`src/rtl/mips_alu_mdu_if.sv`:
```
// Bus between the execute-stage control and the ALU/MDU: operands, opcode, results and the MDU handshake.
// start/busy/done: start is sampled only while busy=0 and only for MULTU/DIVU. busy is high for the whole run. done pulses for one cycle with HI/LO already updated.
interface mips_alu_mdu_if #(
    parameter int WIDTH   = 32,
    parameter int SHAMT_W = 5
);
    logic [3:0]         ALUOperation;
    logic [WIDTH-1:0]   A;
    logic [WIDTH-1:0]   B;
    logic [SHAMT_W-1:0] shamt;
    logic               start;
    logic [WIDTH-1:0]   ALUResult;
    logic               Zero;
    logic               Overflow;
    logic               busy;
    logic               done;
    logic [WIDTH-1:0]   HI;
    logic [WIDTH-1:0]   LO;
    logic [1:0]         mdu_state;

    modport master (
        output ALUOperation, A, B, shamt, start,
        input  ALUResult, Zero, Overflow, busy, done, HI, LO, mdu_state
    );

    modport slave (
        input  ALUOperation, A, B, shamt, start,
        output ALUResult, Zero, Overflow, busy, done, HI, LO, mdu_state
    );
endinterface

```
`src/rtl/mips_alu_mdu.sv`:
```
// Combinational ALU plus an iterative unsigned multiply/divide unit writing HI/LO.
// Define MIPS_ALU_DIV_EN to compile in the restoring divider; otherwise DIVU is never accepted.
module mips_alu_mdu #(
    parameter int WIDTH   = 32,
    parameter int SHAMT_W = 5
) (
    input logic           clk,
    input logic           reset,
    mips_alu_mdu_if.slave bus
);
    localparam int CNT_W = $clog2(WIDTH);

    localparam logic [3:0] OP_AND   = 4'd0;
    localparam logic [3:0] OP_OR    = 4'd1;
    localparam logic [3:0] OP_NOR   = 4'd2;
    localparam logic [3:0] OP_ADD   = 4'd3;
    localparam logic [3:0] OP_SUB   = 4'd4;
    localparam logic [3:0] OP_LUI   = 4'd5;
    localparam logic [3:0] OP_JAL   = 4'd6;
    localparam logic [3:0] OP_SLL   = 4'd7;
    localparam logic [3:0] OP_SRL   = 4'd8;
    localparam logic [3:0] OP_SRA   = 4'd9;
    localparam logic [3:0] OP_SLT   = 4'd10;
    localparam logic [3:0] OP_MULTU = 4'd11;
`ifdef MIPS_ALU_DIV_EN
    localparam logic [3:0] OP_DIVU  = 4'd12;
`endif
    localparam logic [3:0] OP_MFHI  = 4'd13;
    localparam logic [3:0] OP_MFLO  = 4'd14;

    typedef enum logic [1:0] {IDLE = 2'd0, MUL = 2'd1, DIV = 2'd2, FIN = 2'd3} state_t;

    state_t             state;
    logic [CNT_W-1:0]   count;
    logic [WIDTH-1:0]   acc_hi, acc_lo, opb;
    logic [WIDTH-1:0]   hi_q, lo_q;
    logic               done_q;

    logic [WIDTH-1:0]   sum, diff, result;
    logic               ovf, big_shift;

    assign sum       = bus.A + bus.B;
    assign diff      = bus.A - bus.B;
    // Shift amounts of WIDTH or more saturate instead of wrapping.
    assign big_shift = ({1'b0, bus.shamt} >= (SHAMT_W+1)'(WIDTH));

    always_comb begin
        result = '0;
        ovf    = 1'b0;
        case (bus.ALUOperation)
            OP_AND: result = bus.A & bus.B;
            OP_OR:  result = bus.A | bus.B;
            OP_NOR: result = ~(bus.A | bus.B);
            OP_ADD: begin
                result = sum;
                ovf    = (bus.A[WIDTH-1] == bus.B[WIDTH-1]) && (sum[WIDTH-1] != bus.A[WIDTH-1]);
            end
            OP_SUB: begin
                result = diff;
                ovf    = (bus.A[WIDTH-1] != bus.B[WIDTH-1]) && (diff[WIDTH-1] != bus.A[WIDTH-1]);
            end
            OP_LUI: result = {bus.B[WIDTH/2-1:0], {(WIDTH/2){1'b0}}};
            OP_JAL: result = bus.B;
            OP_SLL: result = big_shift ? '0 : (bus.B << bus.shamt);
            OP_SRL: result = big_shift ? '0 : (bus.B >> bus.shamt);
            OP_SRA: result = big_shift ? {WIDTH{bus.B[WIDTH-1]}}
                                       : WIDTH'($signed(bus.B) >>> bus.shamt);
            OP_SLT: result = {{(WIDTH-1){1'b0}}, ($signed(bus.A) < $signed(bus.B))};
            OP_MFHI: result = hi_q;
            OP_MFLO: result = lo_q;
            default: result = '0;
        endcase
    end

    // One shift-add step: add multiplicand on LSB of multiplier, shift {acc_hi,acc_lo} right.
    logic [WIDTH:0] mul_sum;
    assign mul_sum = {1'b0, acc_hi} + {1'b0, (acc_lo[0] ? opb : {WIDTH{1'b0}})};

`ifdef MIPS_ALU_DIV_EN
    // Restoring step: acc_hi is the partial remainder, acc_lo shifts dividend out and quotient in.
    // A zero divisor never borrows, so it naturally yields all-ones quotient and remainder = A.
    logic [WIDTH:0] div_trial;
    assign div_trial = {acc_hi, acc_lo[WIDTH-1]} - {1'b0, opb};
`endif

    always_ff @(posedge clk or posedge reset) begin
        if (reset) begin
            state  <= IDLE;
            count  <= '0;
            acc_hi <= '0;
            acc_lo <= '0;
            opb    <= '0;
            hi_q   <= '0;
            lo_q   <= '0;
            done_q <= 1'b0;
        end else begin
            done_q <= 1'b0;
            case (state)
                IDLE: begin
                    if (bus.start && bus.ALUOperation == OP_MULTU) begin
                        state  <= MUL;
                        count  <= '0;
                        acc_hi <= '0;
                        acc_lo <= bus.A;
                        opb    <= bus.B;
                    end
`ifdef MIPS_ALU_DIV_EN
                    else if (bus.start && bus.ALUOperation == OP_DIVU) begin
                        state  <= DIV;
                        count  <= '0;
                        acc_hi <= '0;
                        acc_lo <= bus.A;
                        opb    <= bus.B;
                    end
`endif
                end
                MUL: begin
                    acc_hi <= mul_sum[WIDTH:1];
                    acc_lo <= {mul_sum[0], acc_lo[WIDTH-1:1]};
                    count  <= count + 1'b1;
                    if (count == CNT_W'(WIDTH-1)) state <= FIN;
                end
`ifdef MIPS_ALU_DIV_EN
                DIV: begin
                    if (!div_trial[WIDTH]) begin
                        acc_hi <= div_trial[WIDTH-1:0];
                        acc_lo <= {acc_lo[WIDTH-2:0], 1'b1};
                    end else begin
                        acc_hi <= {acc_hi[WIDTH-2:0], acc_lo[WIDTH-1]};
                        acc_lo <= {acc_lo[WIDTH-2:0], 1'b0};
                    end
                    count <= count + 1'b1;
                    if (count == CNT_W'(WIDTH-1)) state <= FIN;
                end
`endif
                FIN: begin
                    hi_q   <= acc_hi;
                    lo_q   <= acc_lo;
                    done_q <= 1'b1;
                    count  <= '0;
                    state  <= IDLE;
                end
                default: state <= IDLE;
            endcase
        end
    end

    assign bus.ALUResult = result;
    assign bus.Zero      = (result == '0);
    assign bus.Overflow  = ovf;
    assign bus.busy      = (state != IDLE);
    assign bus.done      = done_q;
    assign bus.HI        = hi_q;
    assign bus.LO        = lo_q;
    assign bus.mdu_state = state;
endmodule

```
`src/flat_wrapper.sv`:
```
// flat-port wrapper written by rule: the top's interface ports become plain ports
module mips_alu_mdu_flat 
#(
    parameter int WIDTH   = 32,
    parameter int SHAMT_W = 5
)
  (clk, reset, bus_ALUOperation, bus_A, bus_B, bus_shamt, bus_start, bus_ALUResult, bus_Zero, bus_Overflow, bus_busy, bus_done, bus_HI, bus_LO, bus_mdu_state);
  mips_alu_mdu_if #(.WIDTH(WIDTH), .SHAMT_W(SHAMT_W)) bus_i ();
  input logic clk;
  input logic reset;
  input wire logic [$bits(bus_i.ALUOperation)-1:0] bus_ALUOperation;
  input wire logic [$bits(bus_i.A)-1:0] bus_A;
  input wire logic [$bits(bus_i.B)-1:0] bus_B;
  input wire logic [$bits(bus_i.shamt)-1:0] bus_shamt;
  input wire logic [$bits(bus_i.start)-1:0] bus_start;
  output wire logic [$bits(bus_i.ALUResult)-1:0] bus_ALUResult;
  output wire logic [$bits(bus_i.Zero)-1:0] bus_Zero;
  output wire logic [$bits(bus_i.Overflow)-1:0] bus_Overflow;
  output wire logic [$bits(bus_i.busy)-1:0] bus_busy;
  output wire logic [$bits(bus_i.done)-1:0] bus_done;
  output wire logic [$bits(bus_i.HI)-1:0] bus_HI;
  output wire logic [$bits(bus_i.LO)-1:0] bus_LO;
  output wire logic [$bits(bus_i.mdu_state)-1:0] bus_mdu_state;
  assign bus_i.ALUOperation = bus_ALUOperation;
  assign bus_i.A = bus_A;
  assign bus_i.B = bus_B;
  assign bus_i.shamt = bus_shamt;
  assign bus_i.start = bus_start;
  assign bus_ALUResult = bus_i.ALUResult;
  assign bus_Zero = bus_i.Zero;
  assign bus_Overflow = bus_i.Overflow;
  assign bus_busy = bus_i.busy;
  assign bus_done = bus_i.done;
  assign bus_HI = bus_i.HI;
  assign bus_LO = bus_i.LO;
  assign bus_mdu_state = bus_i.mdu_state;
  mips_alu_mdu #(.WIDTH(WIDTH), .SHAMT_W(SHAMT_W)) u_core (.clk(clk), .reset(reset), .bus(bus_i));
endmodule
```
`config.mk`:
```
export PLATFORM = sky130hd
export DESIGN_NAME = mips_alu_mdu_flat
export DESIGN_NICKNAME = d
export VERILOG_FILES = /design/src/rtl/mips_alu_mdu_if.sv /design/src/rtl/mips_alu_mdu.sv /design/src/flat_wrapper.sv
export SDC_FILE = /design/constraint.sdc
export NUM_CORES = 1
export LEC_CHECK = 0
export BUFFER_PORTS_ARGS = -buffer_cell sky130_fd_sc_hd__clkbuf_2
export CAP_MARGIN = 20
export CELL_PAD_IN_SITES_DETAIL_PLACEMENT = 1
export CELL_PAD_IN_SITES_GLOBAL_PLACEMENT = 1
export CORE_MARGIN = 2
export CORE_UTILIZATION = 31
export CTS_CLUSTER_DIAMETER = 50
export DETAILED_ROUTE_END_ITERATION = 6
export PLACE_DENSITY_LB_ADDON = 0.1
export REMOVE_ABC_BUFFERS = 1
export SYNTH_ARGS = -nofsm -noshare
export SYNTH_HDL_FRONTEND = slang
export SYNTH_SLANG_ARGS = --single-unit
```
`constraint.sdc`:
```
create_clock -name clk -period 6.5 [get_ports clk]
set_clock_uncertainty 0.05 [all_clocks]
set_input_delay 0.325 -clock clk [delete_from_list [all_inputs] [get_ports clk]]
set_output_delay 0.325 -clock clk [all_outputs]
set_load 0.02 [all_outputs]
```
==> impl_metrics.tcl <==
set metrics [dict create \
    run_status "finished, final reports clean" \
    wl_per_cell_microns 31.5 \
    path_clk_slew_ns 0.10 \
    rsz0062_at_grt "no" \
    fmax_ghz 0.170 \
    fin_ws_ns 0.615 \
    multiInputGateArea_sq_um 13500 \
    powerDensity_nw_per_um2 216 \
    yosysSeqAreaShare_pct 22.3 \
    cp_max_fo 12 \
    ys_top_cells_by_area "dfrtp_1 (22%), ha_1 (9.1%), mux4_2 (8.1%), mux2_2 (6.7%), nor2_1 (3.9%)" \
    ant_nets 0 \
    crit_path_start_kind "input pin" \
    power_leakage_uw 0.00939 \
    crit_path_end_kind "output port" \
    synthSimpleGateAreaFrac_pct 16.6 \
    ctsHoldBuffers 1 \
    ys_warn_count 0 \
    antenna_found_initial 3 \
    final_util_pct 34.9 \
    yosysTopAreaCell "dfrtp_1" \
    clock-sinks 168 \
    intPower_uw 2520 \
    layout.cells.non_filler 3103 \
    drtPass1Iterations 6 \
    synthAdderAreaFrac_pct 9.42 \
    synth_edf_count 0 \
    required_ns 6.12 \
    port_buffers 177 \
    cts_resized 0 \
    maxSlewHeadroom_pct 25.3 \
    syn_area_sq_um 18800 \
    core_sq_um 60200 \
    gp_congestion 1.07 \
    postPlaceCellArea_sq_um 20500 \
    synth_top_family_by_area "compound AO/OA/AOI/OAI gates" \
    rows 90 \
    max_cap_viol_count 0 \
    p_sw_uw 2040 \
    clock_path_buffers 2 \
    vias 19400 \
    cts_root_buf "clkbuf_16" \
    hpwlAfterDp_mm 74.2 \
    synth_mux_area_share_pct 18.7 \
    viasPerCell 6.26 \
    ff_latch_area_sq_um 4200 \
    pre_cts_ws_ns 0.736 \
    place_inst 3068 \
    switching_share_pct 44.7 \
    grt_pass1_wl_mm 142 \
    synth_compound_area_share_pct 24.6 \
    fp.dieH_microns 250 \
    finalHoldViolCount 0 \
    final_common_cell "nor2_1" \
    cts_buffers 17 \
    ios 178 \
    min_path_type "in2reg" \
    grt-ovfl-total 0 \
    synth_top_area_share_pct 22.3 \
    pwr-share-clk_pct 24.1 \
    seq_power_share_pct 32.5 \
    synth_cells 2241 \
    grt_use_total_pct 30.8 \
    cts_tree "built" \
    whs_ns 0.0974 \
    avgSynthCellArea_sq_um 8.40 \
    layout_common_cells "nor2_1 (195), nand2_1 (194), clkbuf_2 (173)" \
    finalMaxSlewViolations 0 \
    clk_latency_ns 0.53 \
    drive_gt1_share_pct 21.0 \
    grt_max_degree 109 \
    synth_ff_type "dfrtp_1" \
    async_flop_share_pct 100 \
    fin_area_sq_um 21000 \
    drc 0 \
    cts_setup_buffers 0 \
    timing.final.crit_period_ns 5.89 \
    drt_iter0_markers 1981 \
    die_w_microns 250 \
    cts_max_level 4 \
    comb_power_share_pct 43.4 \
    die_area_sq_um 62700 \
    crit_arrival_ns 5.51 \
    tightest_slew_ns 1.12 \
    start_util_pct 31.3 \
    area_growth_pct 11.8 \
    setup_violations 0 \
    fillers 7153 \
    finalCritPeriodShare_pct 90.5 \
    synth_seq_cells 168 \
    routed_wl_mm 97.6 \
    synth-xor-area-share_pct 1.67 \
    grt_pass1_vias 19600 \
    ys_types 91 \
    ir_drop_mv 0.216 \
    final_nets 2522 \
    path_class "in2out" \
]
[cell families (layout without fill, tap and decap cells)]
kind of cell | Yosys count | in the layout
AO/OA/AOI/OAI | 682 | 682
XOR/XNOR | 36 | 36
adder cells (fa/ha/maj) | 140 | 140
buffers and inverters | 305 | 383
flip-flops | 168 | 168
multiplexers | 253 | 253
other | 0 | 2
AND/OR/NAND/NOR | 657 | 657
[through the flow]
stage                     total power, uW  TNS (ns)
after CTS                            4570         0
final                                4550         0
after global routing                 4830         0
after global placement               3400         0
after detailed placement             3440         0
after floorplan                      2670   -115.25
[worst paths after layout]
| check | startpoint | to | slack [ns] | depth (start not counted) |
|---|---|---|---|---|
| min reg2reg | u_core.opb[22] | u_core.opb[22] | 0.45 | 1 |
| max | bus_B[1] | bus_Zero | 0.61 | 16 |
| min | bus_A[3] | u_core.acc_lo[3] | 0.1 | 3 |
| max reg2reg | u_core.acc_lo[0] | u_core.acc_hi[30] | 2.41 | 14 |
| min in group asynchronous | reset | u_core.opb[4] | 0.47 | 3 |
| max in group asynchronous | reset | u_core.bus.LO[27] | 4.55 | 4 |
[critical path: stages]
cell	delay, ns
clkbuf_2	0.26
inv_1	0.16
ha_1	0.36
a211oi_1	0.67
o21ai_1	0.21
a2111oi_1	0.81
o21bai_1	0.27
a31oi_1	0.43
o32ai_1	0.16
o2bb2ai_1	0.21
o211ai_1	0.14
or4b_1	0.59
nor4_2	0.31
nand4_1	0.21
nor3_2	0.18
clkbuf_2	0.20
[synth_stat cells, types with 14 or more instances]
master,number
nor3_1,42
a211oi_1,26
nand2_1,195
mux2_2,112
o21bai_1,20
nand4_1,20
inv_1,106
o21ai_1,16
and2_1,43
a221oi_1,18
nand3_1,35
xnor2_1,19
o21ai_0,133
dfrtp_1,168
o211ai_1,20
nor2_1,196
buf_2,24
nor2b_1,15
a21o_1,29
a221o_1,14
mux4_2,68
o221ai_1,20
o22ai_1,24
xor2_1,17
a21oi_1,146
clkbuf_1,148
a22o_1,15
ha_1,137
a31oi_1,23
o31ai_1,20
nand2b_1,19
nor4_1,17
mux2i_1,70
or3_1,14
a22oi_1,32
[cell type report]
type | instances | area share, %
Antenna cell | 2 | 0.0238
Clock buffer | 18 | 2.04
Inverter | 110 | 2.00
Clock inverter | 14 | 0.707
Timing Repair Buffer | 241 | 6.65
Tap cell | 782 | 4.65
Multi-Input combinational cell | 1768 | 64.0
Sequential cell | 168 | 20.0
[registers in the layout, summed over array words and instances, names as in the netlist]
register and flops:
u_core.bus.LO 32, u_core.bus.HI 32, u_core.bus.done 1, u_core.acc_lo 32, u_core.bus.mdu_state 2, u_core.acc_hi 32
u_core.opb 32, u_core.count 5
[power by group through the flow]
stage	Combinational, uW	Sequential [uW]	Clock (uW)
floorplan	1220	1450	0
global placement	1910	1490	0
detailed placement	1940	1500	0
CTS	1960	1480	1130
global route	2150	1520	1170
finish	1980	1480	1100
[metal layers]
layer  wire, microns  share of wire, %  GRT usage (%)  vias to the layer above
li1                -                 -              -                     8479
met1           43600                45           42.1                     9984
met2           43500                45           47.9                      787
met3            6930               7.1           6.22                      172
met4            3600               3.7           11.5                        4
met5              25             0.026              0                        -
No activity file was read; power rests on OpenSTA's default activity.
